===== src/rtl/dcache_arbiter_if.sv =====
// Requester and datacache signal bundle for the two-port datacache arbiter.
// slave is the arbiter's view; master is the requesters plus the cache.
`ifndef WORD_SIZE
`define WORD_SIZE 32
`endif

interface dcache_arbiter_if #(
  parameter int WIDTH = `WORD_SIZE
);
  logic             a_req;
  logic [WIDTH-1:0] a_addr;
  logic             a_ack;
  logic [WIDTH-1:0] a_rdata;
  logic             a_err;
  logic             b_req;
  logic             b_we;
  logic [WIDTH-1:0] b_addr;
  logic [WIDTH-1:0] b_wdata;
  logic             b_ack;
  logic [WIDTH-1:0] b_rdata;
  logic             b_err;
  logic [WIDTH-1:0] cache_addr;
  logic             cache_read;
  logic             cache_write;
  logic [WIDTH-1:0] cache_wdata;
  logic [WIDTH-1:0] cache_rdata;
  logic             cache_over;

  modport slave (
    input  a_req, a_addr, b_req, b_we, b_addr, b_wdata, cache_rdata, cache_over,
    output a_ack, a_rdata, a_err, b_ack, b_rdata, b_err,
           cache_addr, cache_read, cache_write, cache_wdata
  );

  modport master (
    output a_req, a_addr, b_req, b_we, b_addr, b_wdata, cache_rdata, cache_over,
    input  a_ack, a_rdata, a_err, b_ack, b_rdata, b_err,
           cache_addr, cache_read, cache_write, cache_wdata
  );
endinterface


===== src/rtl/dcache_arbiter.sv =====
// Round-robin arbiter/sequencer between instruction fetch (A, read-only) and
// load/store (B) for the shared datacache, with an optional BUSY timeout.
`ifndef WORD_SIZE
`define WORD_SIZE 32
`endif

module dcache_arbiter #(
  parameter int WIDTH   = `WORD_SIZE,
  parameter int TIMEOUT = 256,
  parameter int CNT_W   = 9
) (
  input  logic            clk,
  input  logic            rst,
  dcache_arbiter_if.slave bus
);

  localparam logic [1:0] S_IDLE    = 2'd0;
  localparam logic [1:0] S_BUSY    = 2'd1;
  localparam logic [1:0] S_RELEASE = 2'd2;

  logic [1:0]       state;
  logic             last_b;
  logic             win_b;
  logic             win_we;
  logic [CNT_W-1:0] cnt;
  logic [CNT_W-1:0] cnt_inc;
  logic             grant_b;
  logic             timeout_hit;

  // On a tie the port that did not win last time gets the grant.
  always_comb begin
    grant_b     = bus.b_req && (!bus.a_req || !last_b);
    cnt_inc     = cnt + CNT_W'(1);
    timeout_hit = (TIMEOUT != 0) && (cnt_inc == CNT_W'(TIMEOUT));
  end

  always_ff @(posedge clk) begin
    if (rst) begin
      state           <= S_IDLE;
      last_b          <= 1'b1;
      win_b           <= 1'b0;
      win_we          <= 1'b0;
      cnt             <= '0;
      bus.cache_read  <= 1'b0;
      bus.cache_write <= 1'b0;
      bus.cache_addr  <= '0;
      bus.cache_wdata <= '0;
      bus.a_ack       <= 1'b0;
      bus.a_err       <= 1'b0;
      bus.a_rdata     <= '0;
      bus.b_ack       <= 1'b0;
      bus.b_err       <= 1'b0;
      bus.b_rdata     <= '0;
    end else begin
      bus.a_ack <= 1'b0;
      bus.a_err <= 1'b0;
      bus.b_ack <= 1'b0;
      bus.b_err <= 1'b0;
      case (state)
        S_IDLE: begin
          if (bus.a_req || bus.b_req) begin
            win_b           <= grant_b;
            win_we          <= grant_b && bus.b_we;
            bus.cache_addr  <= grant_b ? bus.b_addr : bus.a_addr;
            if (grant_b && bus.b_we)
              bus.cache_wdata <= bus.b_wdata;
            bus.cache_read  <= !(grant_b && bus.b_we);
            bus.cache_write <= grant_b && bus.b_we;
            cnt             <= '0;
            state           <= S_BUSY;
          end
        end
        S_BUSY: begin
          cnt <= cnt_inc;
          // A completion on the same edge as the timeout wins.
          if (bus.cache_over || timeout_hit) begin
            if (win_b) begin
              bus.b_ack <= 1'b1;
              bus.b_err <= !bus.cache_over;
              if (!bus.cache_over)
                bus.b_rdata <= '0;
              else if (!win_we)
                bus.b_rdata <= bus.cache_rdata;
            end else begin
              bus.a_ack   <= 1'b1;
              bus.a_err   <= !bus.cache_over;
              bus.a_rdata <= bus.cache_over ? bus.cache_rdata : WIDTH'(0);
            end
            bus.cache_read  <= 1'b0;
            bus.cache_write <= 1'b0;
            last_b          <= win_b;
            state           <= S_RELEASE;
          end
        end
        S_RELEASE: state <= S_IDLE;
        default:   state <= S_IDLE;
      endcase
    end
  end

endmodule

===== src/flat_wrapper.sv =====
// flat-port wrapper written by rule: the top's interface ports become plain ports
module dcache_arbiter_flat 
#(
  parameter int WIDTH   = `WORD_SIZE,
  parameter int TIMEOUT = 256,
  parameter int CNT_W   = 9
)
  (clk, rst, bus_a_req, bus_a_addr, bus_b_req, bus_b_we, bus_b_addr, bus_b_wdata, bus_cache_rdata, bus_cache_over, bus_a_ack, bus_a_rdata, bus_a_err, bus_b_ack, bus_b_rdata, bus_b_err, bus_cache_addr, bus_cache_read, bus_cache_write, bus_cache_wdata);
  dcache_arbiter_if #(.WIDTH(WIDTH)) bus_i ();
  input  logic clk;
  input  logic rst;
  input wire logic [$bits(bus_i.a_req)-1:0] bus_a_req;
  input wire logic [$bits(bus_i.a_addr)-1:0] bus_a_addr;
  input wire logic [$bits(bus_i.b_req)-1:0] bus_b_req;
  input wire logic [$bits(bus_i.b_we)-1:0] bus_b_we;
  input wire logic [$bits(bus_i.b_addr)-1:0] bus_b_addr;
  input wire logic [$bits(bus_i.b_wdata)-1:0] bus_b_wdata;
  input wire logic [$bits(bus_i.cache_rdata)-1:0] bus_cache_rdata;
  input wire logic [$bits(bus_i.cache_over)-1:0] bus_cache_over;
  output wire logic [$bits(bus_i.a_ack)-1:0] bus_a_ack;
  output wire logic [$bits(bus_i.a_rdata)-1:0] bus_a_rdata;
  output wire logic [$bits(bus_i.a_err)-1:0] bus_a_err;
  output wire logic [$bits(bus_i.b_ack)-1:0] bus_b_ack;
  output wire logic [$bits(bus_i.b_rdata)-1:0] bus_b_rdata;
  output wire logic [$bits(bus_i.b_err)-1:0] bus_b_err;
  output wire logic [$bits(bus_i.cache_addr)-1:0] bus_cache_addr;
  output wire logic [$bits(bus_i.cache_read)-1:0] bus_cache_read;
  output wire logic [$bits(bus_i.cache_write)-1:0] bus_cache_write;
  output wire logic [$bits(bus_i.cache_wdata)-1:0] bus_cache_wdata;
  assign bus_i.a_req = bus_a_req;
  assign bus_i.a_addr = bus_a_addr;
  assign bus_i.b_req = bus_b_req;
  assign bus_i.b_we = bus_b_we;
  assign bus_i.b_addr = bus_b_addr;
  assign bus_i.b_wdata = bus_b_wdata;
  assign bus_i.cache_rdata = bus_cache_rdata;
  assign bus_i.cache_over = bus_cache_over;
  assign bus_a_ack = bus_i.a_ack;
  assign bus_a_rdata = bus_i.a_rdata;
  assign bus_a_err = bus_i.a_err;
  assign bus_b_ack = bus_i.b_ack;
  assign bus_b_rdata = bus_i.b_rdata;
  assign bus_b_err = bus_i.b_err;
  assign bus_cache_addr = bus_i.cache_addr;
  assign bus_cache_read = bus_i.cache_read;
  assign bus_cache_write = bus_i.cache_write;
  assign bus_cache_wdata = bus_i.cache_wdata;
  dcache_arbiter #(.WIDTH(WIDTH), .TIMEOUT(TIMEOUT), .CNT_W(CNT_W)) u_core (.clk(clk), .rst(rst), .bus(bus_i));
endmodule

===== config.mk =====
export PLATFORM = sky130hd
export DESIGN_NAME = dcache_arbiter_flat
export DESIGN_NICKNAME = d
export VERILOG_FILES = /design/src/rtl/dcache_arbiter_if.sv /design/src/rtl/dcache_arbiter.sv /design/src/flat_wrapper.sv
export SDC_FILE = /design/constraint.sdc
export NUM_CORES = 1
export LEC_CHECK = 0
export CAP_MARGIN = 20
export CORE_MARGIN = 5
export CORE_UTILIZATION = 46
export DETAILED_ROUTE_END_ITERATION = 8
export HOLD_SLACK_MARGIN = 0.05
export PLACE_DENSITY = 0.86
export SLEW_MARGIN = 20
export SYNTH_ARGS = -nofsm -noshare
export SYNTH_HDL_FRONTEND = slang
export SYNTH_SLANG_ARGS = --single-unit

===== constraint.sdc =====
create_clock -name clk -period 5 [get_ports clk]
set_input_delay 1.5 -clock clk [delete_from_list [all_inputs] [get_ports clk]]
set_output_delay 1.5 -clock clk [all_outputs]
set_load 0.005 [all_outputs]

==> flow_summary.json, run 1 <==
{
  "status": "completed",
  "track_usage_pct": 24.4,
  "slew_viol_final": 0,
  "seq_power_share_pct": 42.7,
  "rsz0062_at_grt": "false",
  "die_w_um": 128,
  "hold_path_depth": 2,
  "r2r-end": "u_core.bus.b_rdata[0]",
  "comb_power_share_pct": 16.4,
  "synth_common_cells": "nand2_1, dfxtp_1, a21oi_1",
  "max_slew.worst_pin.slew_ns": 0.956,
  "hold_viol": 0,
  "timing.fmax_ghz": 0.310,
  "setup_ws_ns": 1.77,
  "switching_share_pct": 25.3,
  "critical_path_required_ns": 5.26,
  "worst_ep_arrival_time_ns": 3.48,
  "synth.distinct_cells": 50,
  "ioPinCount": 268,
  "antenna_found_initial": 0,
  "period_share_pct": 64.5,
  "route.detailed.drc": 0,
  "finalSetupTns_ns": 0,
  "final_layout_size_suffix_gt1_share_pct": 12.0,
  "yosys.area_share.simple_pct": 17.5,
  "syn-num-nets": 850,
  "reg2reg_depth": 7,
  "dp_hpwl_mm": 14.3,
  "grt_overflow": 0,
  "yosys-top-cells-area": "dfxtp_1, nand2_1, a311oi_2",
  "synth_top_family_by_area": "compound AO/OA/AOI/OAI gates",
  "grt_max_degree": 69,
  "numPortBuffers": 267,
  "power.density_nw_per_um2": 311,
  "drt-initial-drc-count": 260,
  "cp_max_fo": 20,
  "synth-xor-area-share_pct": 0,
  "clk_pin_slew_ns": 0.06,
  "reg2reg_from": "u_core.cnt[0]",
  "maxCapViolCount": 0,
  "setup_violations": 0,
  "synthAdderAreaFrac_pct": 0.394,
  "die_area_um2": 16300,
  "crit_type": "input port to flip-flop",
  "syn_inst": 714,
  "htree_levels": 4,
  "diodes": 0,
  "synth-edff-count": 0,
  "wirelength_mm": 20.3,
  "avgSynthCellArea_um2": 8.90,
  "synth-seq-area-share_pct": 46.6,
  "synthArstFlopShare_pct": 0,
  "cts.sinks": 148,
  "coreArea_um2": 13700,
  "stdcell_area_um2": 9640,
  "skew_ns": 0.00620,
  "cts_tree": "yes",
  "p_int_uw": 2240,
  "synth_top_area_share_pct": 46.6,
  "yosys_warnings": 0,
  "viasPerCell": 5.33,
  "place_congestion": 0.860,
  "nFillCells": 1038,
  "pre_cts_ws_ns": 1.34,
  "vias": 6085,
  "min_to": "u_core.bus.cache_wdata[6]",
  "yosysMostFrequentCell": "nand2_1",
  "grt_pass1_vias": 6056,
  "tritoncts.num_buffers": 17,
  "clock_latency_ns": 0.42,
  "switching_power_uw": 758,
  "cts_buffer_depth": 2,
  "detailedRoute.firstPassIterationCount": 5,
  "root_buffer": "clkbuf_16",
  "cts_hold_buf": 0,
  "ir_worst_vdd_v": 0.000229,
  "synth_top_area_cell": "dfxtp_1",
  "place_area_um2": 9050,
  "grt_pass1_wl_mm": 31.7,
  "cts_resized": 0,
  "start_kind": "input port",
  "muxShareOfSynthArea_pct": 5.04,
  "clockPowerShare_pct": 40.9,
  "mappedNetlistArea_um2": 6360,
  "synth_seq_cells": 148,
  "rows": 43,
  "synth-compound-area-share_pct": 25.5,
  "period_minus_slack_ns": 3.23,
  "hold_class": "flip-flop to flip-flop",
  "post_cts_buffers": 0,
  "total_power_uw": 3000,
  "fin_util_pct": 70.3,
  "yosys_most_used_dff": "dfxtp_1",
  "die_h_um": 128,
  "hold_start": "u_core.bus.cache_wdata[6]",
  "area_delta_synth_final_pct": 51.7,
  "start_util_pct": 46.3,
  "ant_nets": 0,
  "worst-r2r-setup-slack_ns": 2.13,
  "wl_per_cell_um": 17.8,
  "p_leak_uw": 0.00329,
  "fin_nets": 1084,
  "endpoint_kind": "flip-flop",
  "slew-limit-headroom_pct": 36.2
}
-- through the flow --
stage          std cells  hold WS [ns]
2_1_floorplan        714         0.452
3_3_place_gp        1108         0.441
3_5_place_dp        1108         0.446
4_1_cts             1140         0.455
5_1_grt             1141         0.469
6_report            1141         0.453
-- worst max-delay path: stages --
cell and delay, ns:
clkdlybuf4s50_1 0.53, a21boi_4 0.61, buf_4 0.46, mux2i_1 0.26, a211oi_1 0.10
-- area by class of cell --
cell class / instances / area, um2 / area share [%]
repair buffers: 278 / 2770 / 28.7
well taps: 180 / 225 / 2.34
clock inverters: 13 / 135 / 1.40
flip-flops and latches: 148 / 2960 / 30.7
clock buffers: 19 / 433 / 4.49
multi-input cells: 502 / 3120 / 32.3
inverters: 1 / 3.75 / 0.0389
-- power groups by stage --
stage                     clock network (uW)  registers, uW  logic, uW
after floorplan                            0           1300        210
after global placement                     0           1300        478
after detailed placement                   0           1310        486
after CTS                               1250           1280        490
after global routing                    1320           1290        531
final                                   1230           1280        491
-- state kept, by name, summed over array words and instances, names as in the netlist, 2 cells and up --
| register | flops |
|---|---|
| u_core.bus.cache_wdata | 32 |
| u_core.bus.b_rdata | 32 |
| u_core.bus.a_rdata | 32 |
| u_core.state | 2 |
| u_core.bus.cache_addr | 32 |
| u_core.cnt | 9 |
-- worst max-delay path by stage --
stage / start / endpoint / depth (start not counted)
6_report: bus_b_req / u_core.bus.cache_addr[4] / 5
3_3_place_gp: bus_cache_over / u_core.bus.b_rdata[13] / 7
3_5_place_dp: bus_cache_over / u_core.bus.b_rdata[14] / 7
4_1_cts: bus_cache_over / u_core.bus.b_rdata[14] / 7
5_1_grt: bus_cache_over / u_core.bus.b_rdata[28] / 7
2_1_floorplan: bus_b_req / u_core.bus.cache_wdata[15] / 7
-- layer usage --
layer | global-route usage [%] | up-vias | part of all wire (%)
met3 | 10.4 | 30 | 10
met1 | 28.8 | 2842 | 40
met2 | 40.4 | 226 | 48
li1 | - | 2987 | -
met4 | 7.44 | 0 | 1.6
met5 | 0 | - | 0
-- cell families (layout without fill, tap and decap cells) --
family,after synthesis,count (layout)
AO/OA/AOI/OAI,205,205
adder cells (fa/ha/maj),2,2
buffers and inverters,64,311
flip-flops,148,148
multiplexers,32,32
AND/OR/NAND/NOR,263,263
-- layout by cell type, fill, tap and decap left out, types with 2 or more instances in the layout --
cell / instances
nor2_1: 50
buf_4: 11
nand2_1: 166
clkbuf_1: 2
nand3_1: 6
bufinv_16: 2
o21ai_0: 11
a22oi_1: 2
o21a_1: 2
o21ai_2: 30
nand4b_1: 2
nor4_1: 3
a311oi_1: 4
ha_1: 2
clkinv_2: 4
mux2i_1: 32
nor3_1: 10
nand2b_1: 4
clkbuf_16: 17
clkdlybuf4s50_1: 266
a21oi_1: 75
nand4_1: 3
a211oi_1: 34
or3_1: 3
a311oi_2: 30
nand3b_1: 2
and3_1: 3
nor2_4: 2
clkinvlp_4: 5
dfxtp_1: 148
a31oi_1: 2
No activity file was read; power rests on OpenSTA's default activity.
==> inputs of run 2 (changes only) <==
--- a/config.mk
+++ b/config.mk
@@ -7,10 +7,10 @@
 export LEC_CHECK = 0
 export CAP_MARGIN = 20
 export CORE_MARGIN = 5
-export CORE_UTILIZATION = 46
+export CORE_UTILIZATION = 39
 export DETAILED_ROUTE_END_ITERATION = 8
 export HOLD_SLACK_MARGIN = 0.05
-export PLACE_DENSITY = 0.86
+export PLACE_DENSITY = 0.77
 export SLEW_MARGIN = 20
 export SYNTH_ARGS = -nofsm -noshare
 export SYNTH_HDL_FRONTEND = slang
==> constraint.sdc (replaced) <==
create_clock -name clk -period 2.7 [get_ports clk]
set_input_delay 0.81 -clock clk [delete_from_list [all_inputs] [get_ports clk]]
set_output_delay 0.81 -clock clk [all_outputs]
set_load 0.005 [all_outputs]
==> run 2 against run 1 <==
Effect of this change: count of clock-buffer cells in the layout increased by 3; sequential share of layout area decreased by 0.56 points; sequential power increased by 85%; die area increased by 16%; setup slack got worse by 1.5 ns; wire length is 1.8% lower; global-route usage decreased by 4.2 points; utilization down 8.7 points; register-to-register slack got worse by 1.8 ns; cell area grew 1.9%; sequential cell count unchanged; critical path type is now flip-flop to flip-flop; largest cell class unchanged; highest routed layer unchanged.
==> flow_summary.json, run 2 (synthesis results as in run 1) <==
{
  "status": "completed",
  "htree_levels": 4,
  "root_buffer": "clkbuf_16",
  "post-place-cells": 1152,
  "hold_viol": 0,
  "reg2reg_from": "u_core.cnt[0]",
  "dp_hpwl_mm": 14.1,
  "die_w_um": 138,
  "switching_power_uw": 1370,
  "multi_input_area_um2": 3110,
  "total_power_uw": 5580,
  "hold_class": "flip-flop to flip-flop",
  "diodes": 0,
  "final_cell_mix": "clkdlybuf4s50_1, nand2_1, dfxtp_1",
  "tritoncts.num_buffers": 17,
  "stdcell_area_um2": 9820,
  "cts_hold_buf": 0,
  "comb_power_share_pct": 16.7,
  "endpoint_kind": "flip-flop",
  "ir_worst_vdd_v": 0.000453,
  "p_int_uw": 4210,
  "seq_power_share_pct": 42.4,
  "maxCapViolCount": 0,
  "coreArea_um2": 15900,
  "period_share_pct": 88.3,
  "startpoint": "u_core.cnt[0]",
  "area_delta_synth_final_pct": 54.5,
  "antenna_found_initial": 0,
  "finalSetupTns_ns": 0,
  "grt_overflow": 0,
  "switching_share_pct": 24.5,
  "cp_max_fo": 32,
  "numPortBuffers": 267,
  "grt_pass1_vias": 5852,
  "cts_tree": "yes",
  "die_area_um2": 19000,
  "clock_latency_ns": 0.42,
  "place_area_um2": 9250,
  "wirelength_mm": 19.9,
  "cts_resized": 0,
  "rsz0062_at_grt": "false",
  "worst_ep_arrival_time_ns": 2.68,
  "slew_viol_final": 0,
  "crit_type": "flip-flop to flip-flop",
  "start_util_pct": 39.9,
  "slew-limit-headroom_pct": 57.6,
  "clk_pin_slew_ns": 0.06,
  "critical_path_required_ns": 3.00,
  "period_minus_slack_ns": 2.38,
  "final_layout_size_suffix_gt1_share_pct": 12.4,
  "post_cts_buffers": 0,
  "cts_buffer_depth": 2,
  "max_slew.worst_pin.slew_ns": 0.635,
  "skew_ns": 0.00992,
  "rows": 46,
  "track_usage_pct": 20.2,
  "seq_area_um2": 2960,
  "detailedRoute.firstPassIterationCount": 5,
  "fin_nets": 1091,
  "start_kind": "flip-flop",
  "grt_pass1_wl_mm": 30.4,
  "place_congestion": 0.891,
  "timing.fmax_ghz": 0.420,
  "clockPowerShare_pct": 41.0,
  "vias": 6030,
  "die_h_um": 138,
  "nFillCells": 1380,
  "hold_start": "u_core.bus.cache_wdata[25]",
  "worst_hold_slack_ns": 0.452,
  "ant_nets": 0,
  "power.density_nw_per_um2": 568,
  "viasPerCell": 5.10,
  "wl_per_cell_um": 16.8,
  "p_leak_uw": 0.00335,
  "route.detailed.drc": 0,
  "ioPinCount": 268,
  "setup_violations": 0,
  "final_common_cell": "clkdlybuf4s50_1",
  "cts.sinks": 148,
  "grt_max_degree": 65,
  "stdcell_count": 1183,
  "drt-initial-drc-count": 381
}
[run 2: changes by cell type in the layout (fill, tap and decap cells not counted), sizes merged]
cell      before  now
clkinv         5    3
inv            2    1
clkinvlp       5    4
clkbuf        19   22
buf           12   19
[run 2: final cells by class]
class	count	area share [%]
clock buffers	22	4.73
clock inverters	9	1.07
inverters	1	0.0382
multi-input cells	502	31.7
flip-flops and latches	148	30.2
well taps	216	2.75
repair buffers	285	29.6
[run 2: path summary, 6_finish.rpt]
kind / cells after the start / end / slack, ns
max reg2reg: 7 / u_core.bus.b_rdata[31] / 0.32
min reg2reg: 2 / u_core.bus.cache_wdata[25] / 0.45
max: 7 / u_core.bus.b_rdata[31] / 0.32
min: 2 / u_core.bus.cache_wdata[25] / 0.45
[run 2: power by group through the flow]
stage / Combinational (uW) / Sequential (uW) / Clock (uW)
after floorplan: 389 / 2410 / 0
after global placement: 922 / 2410 / 0
after detailed placement: 931 / 2410 / 0
after CTS: 939 / 2370 / 2340
after global routing: 1010 / 2380 / 2430
final: 932 / 2370 / 2290
[run 2: critical path, cell delays in order, from the launching register on]
cell      delay, ns
dfxtp_1        0.34
ha_1           0.33
nand3_1        0.19
nor4_1         0.42
o211ai_2       0.27
nor3_4         0.29
buf_12         0.26
o21ai_0        0.13
[run 2: metal layers]
layer | track usage, % | wire, um
met2 | 33.5 | 9280
met1 | 23.5 | 8040
met5 | 0 | 0
met3 | 9.28 | 2270
met4 | 5.76 | 305
[run 2: stage by stage]
step	utilization, %	setup WS, ns
final	61.6	0.317
after detailed placement	58.0	0.221
after CTS	61.6	0.331
after global routing	61.6	0.187
after global placement	58.0	0.247
after floorplan	-	0.670
